==> src/rtl/ex_branch_stage.sv <==
// ID/EX pipeline register with branch resolution in EX.
// Resolves BEZ/BNE/JMP from the registered control word and redirects/flushes the front end.
module ex_branch_stage #(
  parameter int WIDTH = 32,
  parameter int CNT_W = 16
) (
  input  logic             clk,
  input  logic             rst,
  input  logic [1:0]       id_condition_check,
  input  logic             id_is_brj,
  input  logic             id_is_imm,
  input  logic             id_st_bne,
  input  logic [1:0]       id_mem_signals,
  input  logic             id_wb_en,
  input  logic [3:0]       id_ex_command,
  input  logic [WIDTH-1:0] id_val1,
  input  logic [WIDTH-1:0] id_val2,
  input  logic [WIDTH-1:0] id_imm,
  input  logic [WIDTH-1:0] id_pc,
  input  logic             stall,
  output logic             ex_is_imm,
  output logic             ex_st_bne,
  output logic             ex_wb_en,
  output logic [1:0]       ex_mem_signals,
  output logic [3:0]       ex_ex_command,
  output logic [WIDTH-1:0] ex_val1,
  output logic [WIDTH-1:0] ex_val2,
  output logic [WIDTH-1:0] ex_imm,
  output logic [WIDTH-1:0] ex_pc,
  output logic             branch_taken,
  output logic [WIDTH-1:0] branch_addr,
  output logic             flush_if,
  output logic [CNT_W-1:0] taken_count
);

  localparam logic [1:0] COND_BEZ  = 2'b00;
  localparam logic [1:0] COND_BNE  = 2'b01;
  localparam logic [1:0] COND_JMP  = 2'b10;
  localparam logic [1:0] COND_NONE = 2'b11;

  logic [1:0]       cond_q, cond_d;
  logic             is_brj_q, is_brj_d;
  logic             is_imm_q, is_imm_d;
  logic             st_bne_q, st_bne_d;
  logic [1:0]       mem_q, mem_d;
  logic             wb_en_q, wb_en_d;
  logic [3:0]       cmd_q, cmd_d;
  logic [WIDTH-1:0] val1_q, val1_d;
  logic [WIDTH-1:0] val2_q, val2_d;
  logic [WIDTH-1:0] imm_q, imm_d;
  logic [WIDTH-1:0] pc_q, pc_d;
  logic [CNT_W-1:0] cnt_q, cnt_d;
  logic             taken_s;
  logic [WIDTH-1:0] target_s;

  // Branch decision is taken from the EX register only, so a bubble can never redirect.
  always_comb begin
    taken_s = 1'b0;
    if (is_brj_q) begin
      case (cond_q)
        COND_BEZ:  taken_s = (val1_q == {WIDTH{1'b0}});
        COND_BNE:  taken_s = (val1_q != val2_q);
        COND_JMP:  taken_s = 1'b1;
        COND_NONE: taken_s = 1'b0;
        default:   taken_s = 1'b0;
      endcase
    end else begin
      taken_s = 1'b0;
    end
    target_s = pc_q + (imm_q << 2);
  end

  // Next EX contents: a taken branch squashes ID ahead of the stall bubble.
  always_comb begin
    cond_d   = COND_NONE;
    is_brj_d = 1'b0;
    is_imm_d = 1'b0;
    st_bne_d = 1'b0;
    mem_d    = 2'b00;
    wb_en_d  = 1'b0;
    cmd_d    = 4'b0000;
    val1_d   = {WIDTH{1'b0}};
    val2_d   = {WIDTH{1'b0}};
    imm_d    = {WIDTH{1'b0}};
    pc_d     = {WIDTH{1'b0}};
    if (!(taken_s || stall)) begin
      cond_d   = id_condition_check;
      is_brj_d = id_is_brj;
      is_imm_d = id_is_imm;
      st_bne_d = id_st_bne;
      mem_d    = id_mem_signals;
      wb_en_d  = id_wb_en;
      cmd_d    = id_is_brj ? 4'b0000 : id_ex_command;
      val1_d   = id_val1;
      val2_d   = id_val2;
      imm_d    = id_imm;
      pc_d     = id_pc;
    end else begin
      cmd_d    = 4'b0000;
    end
    if (taken_s && (cnt_q != {CNT_W{1'b1}})) begin
      cnt_d = cnt_q + {{(CNT_W-1){1'b0}}, 1'b1};
    end else begin
      cnt_d = cnt_q;
    end
  end

  // EX register and taken counter; rst discards a branch sitting in EX.
  always_ff @(posedge clk) begin
    if (rst) begin
      cond_q   <= COND_NONE;
      is_brj_q <= 1'b0;
      is_imm_q <= 1'b0;
      st_bne_q <= 1'b0;
      mem_q    <= 2'b00;
      wb_en_q  <= 1'b0;
      cmd_q    <= 4'b0000;
      val1_q   <= {WIDTH{1'b0}};
      val2_q   <= {WIDTH{1'b0}};
      imm_q    <= {WIDTH{1'b0}};
      pc_q     <= {WIDTH{1'b0}};
      cnt_q    <= {CNT_W{1'b0}};
    end else begin
      cond_q   <= cond_d;
      is_brj_q <= is_brj_d;
      is_imm_q <= is_imm_d;
      st_bne_q <= st_bne_d;
      mem_q    <= mem_d;
      wb_en_q  <= wb_en_d;
      cmd_q    <= cmd_d;
      val1_q   <= val1_d;
      val2_q   <= val2_d;
      imm_q    <= imm_d;
      pc_q     <= pc_d;
      cnt_q    <= cnt_d;
    end
  end

  assign ex_is_imm      = is_imm_q;
  assign ex_st_bne      = st_bne_q;
  assign ex_wb_en       = wb_en_q;
  assign ex_mem_signals = mem_q;
  assign ex_ex_command  = cmd_q;
  assign ex_val1        = val1_q;
  assign ex_val2        = val2_q;
  assign ex_imm         = imm_q;
  assign ex_pc          = pc_q;
  assign branch_taken   = taken_s;
  assign branch_addr    = taken_s ? target_s : {WIDTH{1'b0}};
  assign flush_if       = taken_s;
  assign taken_count    = cnt_q;

endmodule

==> config.mk <==
export PLATFORM = sky130hd
export DESIGN_NAME = ex_branch_stage
export DESIGN_NICKNAME = d
export VERILOG_FILES = /design/src/rtl/ex_branch_stage.sv
export SDC_FILE = /design/constraint.sdc
export NUM_CORES = 1
export LEC_CHECK = 0
export BUFFER_PORTS_ARGS = -buffer_cell sky130_fd_sc_hd__buf_4
export CORE_ASPECT_RATIO = 0.5
export CORE_MARGIN = 3
export CORE_UTILIZATION = 40
export DETAILED_ROUTE_END_ITERATION = 10
export GPL_TIMING_DRIVEN = 1
export PLACE_DENSITY = 0.81
export SLEW_MARGIN = 5
export SYNTH_ARGS = -nofsm -noshare
export SYNTH_HDL_FRONTEND = slang
export SYNTH_SLANG_ARGS = --single-unit
==> constraint.sdc <==
create_clock -name clk -period 3.35 [get_ports clk]
set_clock_uncertainty 0.2 [all_clocks]
set_input_delay 0 -clock clk [delete_from_list [all_inputs] [get_ports clk]]
set_output_delay 0 -clock clk [all_outputs]
set_load 0.02 [all_outputs]
==> flow_metrics.py, run 1 <==
metrics = {
    "yosys": {
        "synth-seq-cells": 156,
        "yosysTopAreaCell": "dfxtp_1",
        "synth_top_area_share_pct": 45.4,
        "synth_flop_cell": "dfxtp_1",
        "ys_top_cells_by_area": "dfxtp_1 45%, and2_1 13%, xnor2_1 6.4%",
        "syn_nets": 880,
        "yosysWarningCount": 0,
        "synth_enable_flop_cells": 0,
        "syn_inst": 706,
        "ys_async_sr_fraction_pct": 0,
        "synthDistinctLibCells": 63,
        "synthesis.area_um2": 6880,
        "ys_seq_area_share_pct": 45.4,
        "avgSynthCellArea_um2": 9.75,
    },
    "run_status": {
        "lastStage": "4_1_cts",
        "error_line": "[ERROR RSZ-0060] Max buffer count reached.",
        "status": "did not finish",
    },
    "placed_design": {
        "dpl_cell_area_um2": 9500,
        "dp_hpwl_mm": 16.8,
        "post-place-ws_ns": 0.366,
        "gp_congestion": 0.866,
        "io_buffers": 329,
    },
    "clock_network": {
        "cts_buffers": 17,
        "clock-sinks": 156,
        "cts_resized": 2,
        "postCtsHoldBufs": 256,
        "cts_setup_buffers": 0,
        "htreeDepth": 4,
        "root_buffer": "clkbuf_16",
        "cts_buffer_depth": 2,
    },
    "floorplan": {
        "rows": 33,
        "fp.dieW_um": 192,
        "ios": 330,
        "initial_core_util_pct": 41.5,
        "die-height_um": 98.8,
    },
}
## logic make-up after synthesis
| logic type | Yosys count | synth area share, % |
|---|---|---|
| adder cells (fa/ha/maj) | 31 | 5.74 |
| XOR/XNOR | 65 | 8.27 |
| AO/OA/AOI/OAI | 103 | 10.8 |
| multiplexers | 4 | 0.582 |
| buffers and inverters | 46 | 3.96 |
| flip-flops | 156 | 45.4 |
| AND/OR/NAND/NOR | 301 | 25.3 |
## cells in the mapped netlist (3+ instances only)
cell and count:
o21ai_0 11, xor2_1 15, nand2_1 23, buf_6 11, nor2_1 51, a2111oi_0 4, nor4_1 11, and3b_1 4
o211ai_1 3, a211oi_1 7, dfxtp_1 156, nor2b_1 4, clkbuf_1 9, o21a_1 4, a31oi_1 5, inv_1 17
ha_1 30, mux2i_1 4, or2_2 5, buf_4 3, a21oi_1 29, nand2b_1 3, nor3b_1 5, nand3_1 11
a2111oi_2 5, or3_1 3, nand4_1 16, a21o_1 15, buf_2 4, and3_1 5, nor3_1 6, and2_1 140
xnor2_1 50
## per-stage QoR
step           utilization [%]  cells  hold WS [ns]
3_5_place_dp              57.3   1240      -0.00308
3_3_place_gp              57.3   1240      -0.00661
2_1_floorplan                -    706       -0.0985
==> inputs of run 2 (changes only) <==
Settings changed: CORE_ASPECT_RATIO 0.5 to unset, CORE_UTILIZATION 40 to 25, PLACE_DENSITY 0.81 to unset, PLACE_DENSITY_LB_ADDON set to 0.15.
==> run 2 against run 1 <==
Net effect: the run now ends clean; synthesized area is the same; synthesized cell count is the same.
==> flow_metrics.py, run 2 <==
metrics = {
    "yosys": {
        "yosysTopAreaCell": "dfxtp_1",
        "ys_seq_area_share_pct": 45.4,
        "synth-seq-cells": 156,
        "synthDistinctLibCells": 63,
        "synthesis.area_um2": 6880,
        "synthTopCellsByCount": "156 x dfxtp_1, 140 x and2_1, 51 x nor2_1, 50 x xnor2_1, 30 x ha_1",
        "avgSynthCellArea_um2": 9.75,
        "synth_most_common_cell": "dfxtp_1",
        "yosysWarningCount": 0,
        "synth_flop_cell": "dfxtp_1",
        "syn_nets": 880,
        "ys_async_sr_fraction_pct": 0,
        "ys_top_cells_by_area": "dfxtp_1 45%, and2_1 13%, xnor2_1 6.4%",
        "syn_inst": 706,
        "synth_top_area_share_pct": 45.4,
        "synth_enable_flop_cells": 0,
    },
    "global_routing": {
        "grt_pass1_vias": 7610,
        "grt_max_degree": 110,
        "grt_use_total_pct": 17.8,
        "grt_overflow": 0,
        "antenna_found_initial": 0,
        "grt_pass1_wl_mm": 40.8,
    },
    "placed_design": {
        "post-place-ws_ns": 0.342,
        "dpl_cell_area_um2": 9670,
        "gp_congestion": 0.800,
        "io_buffers": 329,
        "dp_cells": 1359,
        "dp_hpwl_mm": 18.8,
    },
    "cells_and_area": {
        "layout.nets": 1490,
        "layout_commonest_cell": "buf_4",
        "drive_gt1_share_pct": 31.5,
        "fill_cells": 2534,
        "mostFrequentLayoutCells": "345 x buf_4, 270 x dlygate4sd3_1, 155 x dfxtp_1",
        "antenna_cells": 0,
        "area_delta_synth_final_pct": 90.8,
        "stdcell_area_um2": 13100,
        "fin_util_pct": 48.6,
        "layoutNonFillerInstCount": 1670,
    },
    "worst_setup_path": {
        "crit_start": "ex_imm[0]",
        "cpMaxStageDelayCell": "fa_1",
        "path_cells": "ha_2 -> inv_1 -> fa_1 -> and2b_1 -> o21ai_1 -> a21oi_2 -> o21ai_2 -> a211oi_2 -> nor2_2 -> a31oi_1 -> mux2i_1 -> buf_4",
        "arrival_ns": 3.01,
        "crit_type": "reg -> out",
        "worstSetupEndpointType": "output port",
        "cp_slowest_stage_delay_ns": 0.36,
        "startpoint_type": "flop",
        "crit_required_ns": 3.15,
        "critPathTopFamily": "compound AO/OA/AOI/OAI gates",
        "crit_buf_inv": 2,
        "r2r_start": "ex_val1[19]",
        "worstPathMaxFanout": 4,
    },
    "clock_network": {
        "clk_pin_slew_ns": 0.07,
        "clock-sinks": 156,
        "htreeDepth": 4,
        "clk_latency_ns": 0.44,
        "cts_buffer_depth": 2,
        "cts_tree": "built",
        "cts_buffers": 17,
        "root_buffer": "clkbuf_16",
    },
    "floorplan": {
        "core_um2": 27000,
        "fp.dieW_um": 172,
        "rows": 60,
        "dieArea_um2": 29600,
        "ios": 330,
        "initial_core_util_pct": 25.5,
        "die-height_um": 172,
    },
    "min_path": {
        "hp-class": "in -> reg",
        "min_from": "stall",
    },
    "pwr": {
        "leakagePower_nw": 6.16,
        "max-vdd-ir-drop_mv": 0.274,
        "pwr_density_cell_nw_per_um2": 362,
        "power_mw": 4.75,
    },
    "detailed_routing": {
        "remaining_drc_errors": 0,
        "dr_total_vias": 7333,
        "wl_per_cell_um": 16.4,
        "first_iter_violations": 205,
        "first_pass_iters": 4,
        "routed_wirelength_mm": 27.3,
        "ant_nets": 0,
        "vias_per_cell": 4.39,
    },
    "sta": {
        "timing.final.crit_share_pct": 95.9,
        "setup_ws_ns": 0.139,
        "timing.final.hold_violations": 0,
        "fin_crit_ns": 3.21,
        "fin_setup_tns_ns": 0,
        "setup_viol": 0,
        "maxSlewViolCount": 0,
        "max_freq_ghz": 0.311,
        "worst_pin_slew_ns": 0.659,
        "slew_headroom_pct": 56.1,
        "whs_ns": 0.0680,
    },
    "run": {
        "cap_violations": 0,
    },
    "run_status": {
        "status": "complete, no violations",
    },
}
run 2: cell counts after synthesis:
No cell type changed its count.
run 2: where the power goes:
group	leakage, nW	total, mW	switching, mW	internal [mW]
clock network	0.277	1.93	0.932	0.997
logic	4.60	0.836	0.341	0.495
registers	1.28	1.98	0.0586	1.92
total	6.16	4.75	1.33	3.42
run 2: layer usage:
metal / vias to the layer above / track usage (%) / wire length [µm]
li1: 3633 / - / -
met3: 29 / 5.62 / 1990
met2: 248 / 33.7 / 14300
met1: 3423 / 18.9 / 10600
met5: - / 0 / 0
met4: 0 / 5.07 / 479
run 2: final cells by class:
type / instances / area (µm²) / area share, %
timing repair buffer: 619 / 5370 / 40.9
sequential: 156 / 3120 / 23.8
clock inverter: 14 / 148 / 1.12
tap: 341 / 427 / 3.25
inverter: 18 / 67.6 / 0.514
multi-input combinational: 504 / 3570 / 27.2
clock buffer: 18 / 429 / 3.27
run 2: worst register-to-register path: stages, from the launching register on:
cell	delay, ns
dfxtp_1	0.32
buf_4	0.14
xnor2_1	0.21
nand4_1	0.16
nor4_2	0.28
nand3_1	0.16
nand4_4	0.13
inv_2	0.06
nor3_4	0.25
buf_4	0.18
buf_4	0.13
buf_12	0.17
and2_1	0.16
dlygate4sd3_1	0.54
run 2: cells by family (layout without fill, tap and decap cells):
group | Yosys count | after routing | share of synthesized area, %
AOI/OAI and AO/OA | 103 | 103 | 10.8
xor gates and xnor gates | 65 | 65 | 8.27
adders and majority gates | 31 | 31 | 5.74
buffers and inverters | 46 | 669 | 3.96
DFF | 156 | 156 | 45.4
muxes | 4 | 4 | 0.582
and+or+nand+nor | 301 | 301 | 25.3
run 2: worst paths after layout:
| path | cells after the start | slack, ns | to |
|---|---|---|---|
| worst max-delay path | 12 | 0.14 | branch_addr[30] |
| worst max register to register | 13 | 0.21 | ex_val2[19] |
| worst min-delay path | 5 | 0.07 | ex_pc[21] |
| worst min register to register | 2 | 0.36 | taken_count[15] |
run 2: what timing repair did:
action,in CTS,in global routing
hold buffers,270,0
cloned,0,2
resized for setup,3,20
setup buffers,0,7
pin swaps,0,9
setup endpoints to repair,4,139
endpoints found under the hold margin,156,0
Power figures use the tool's default switching activity.
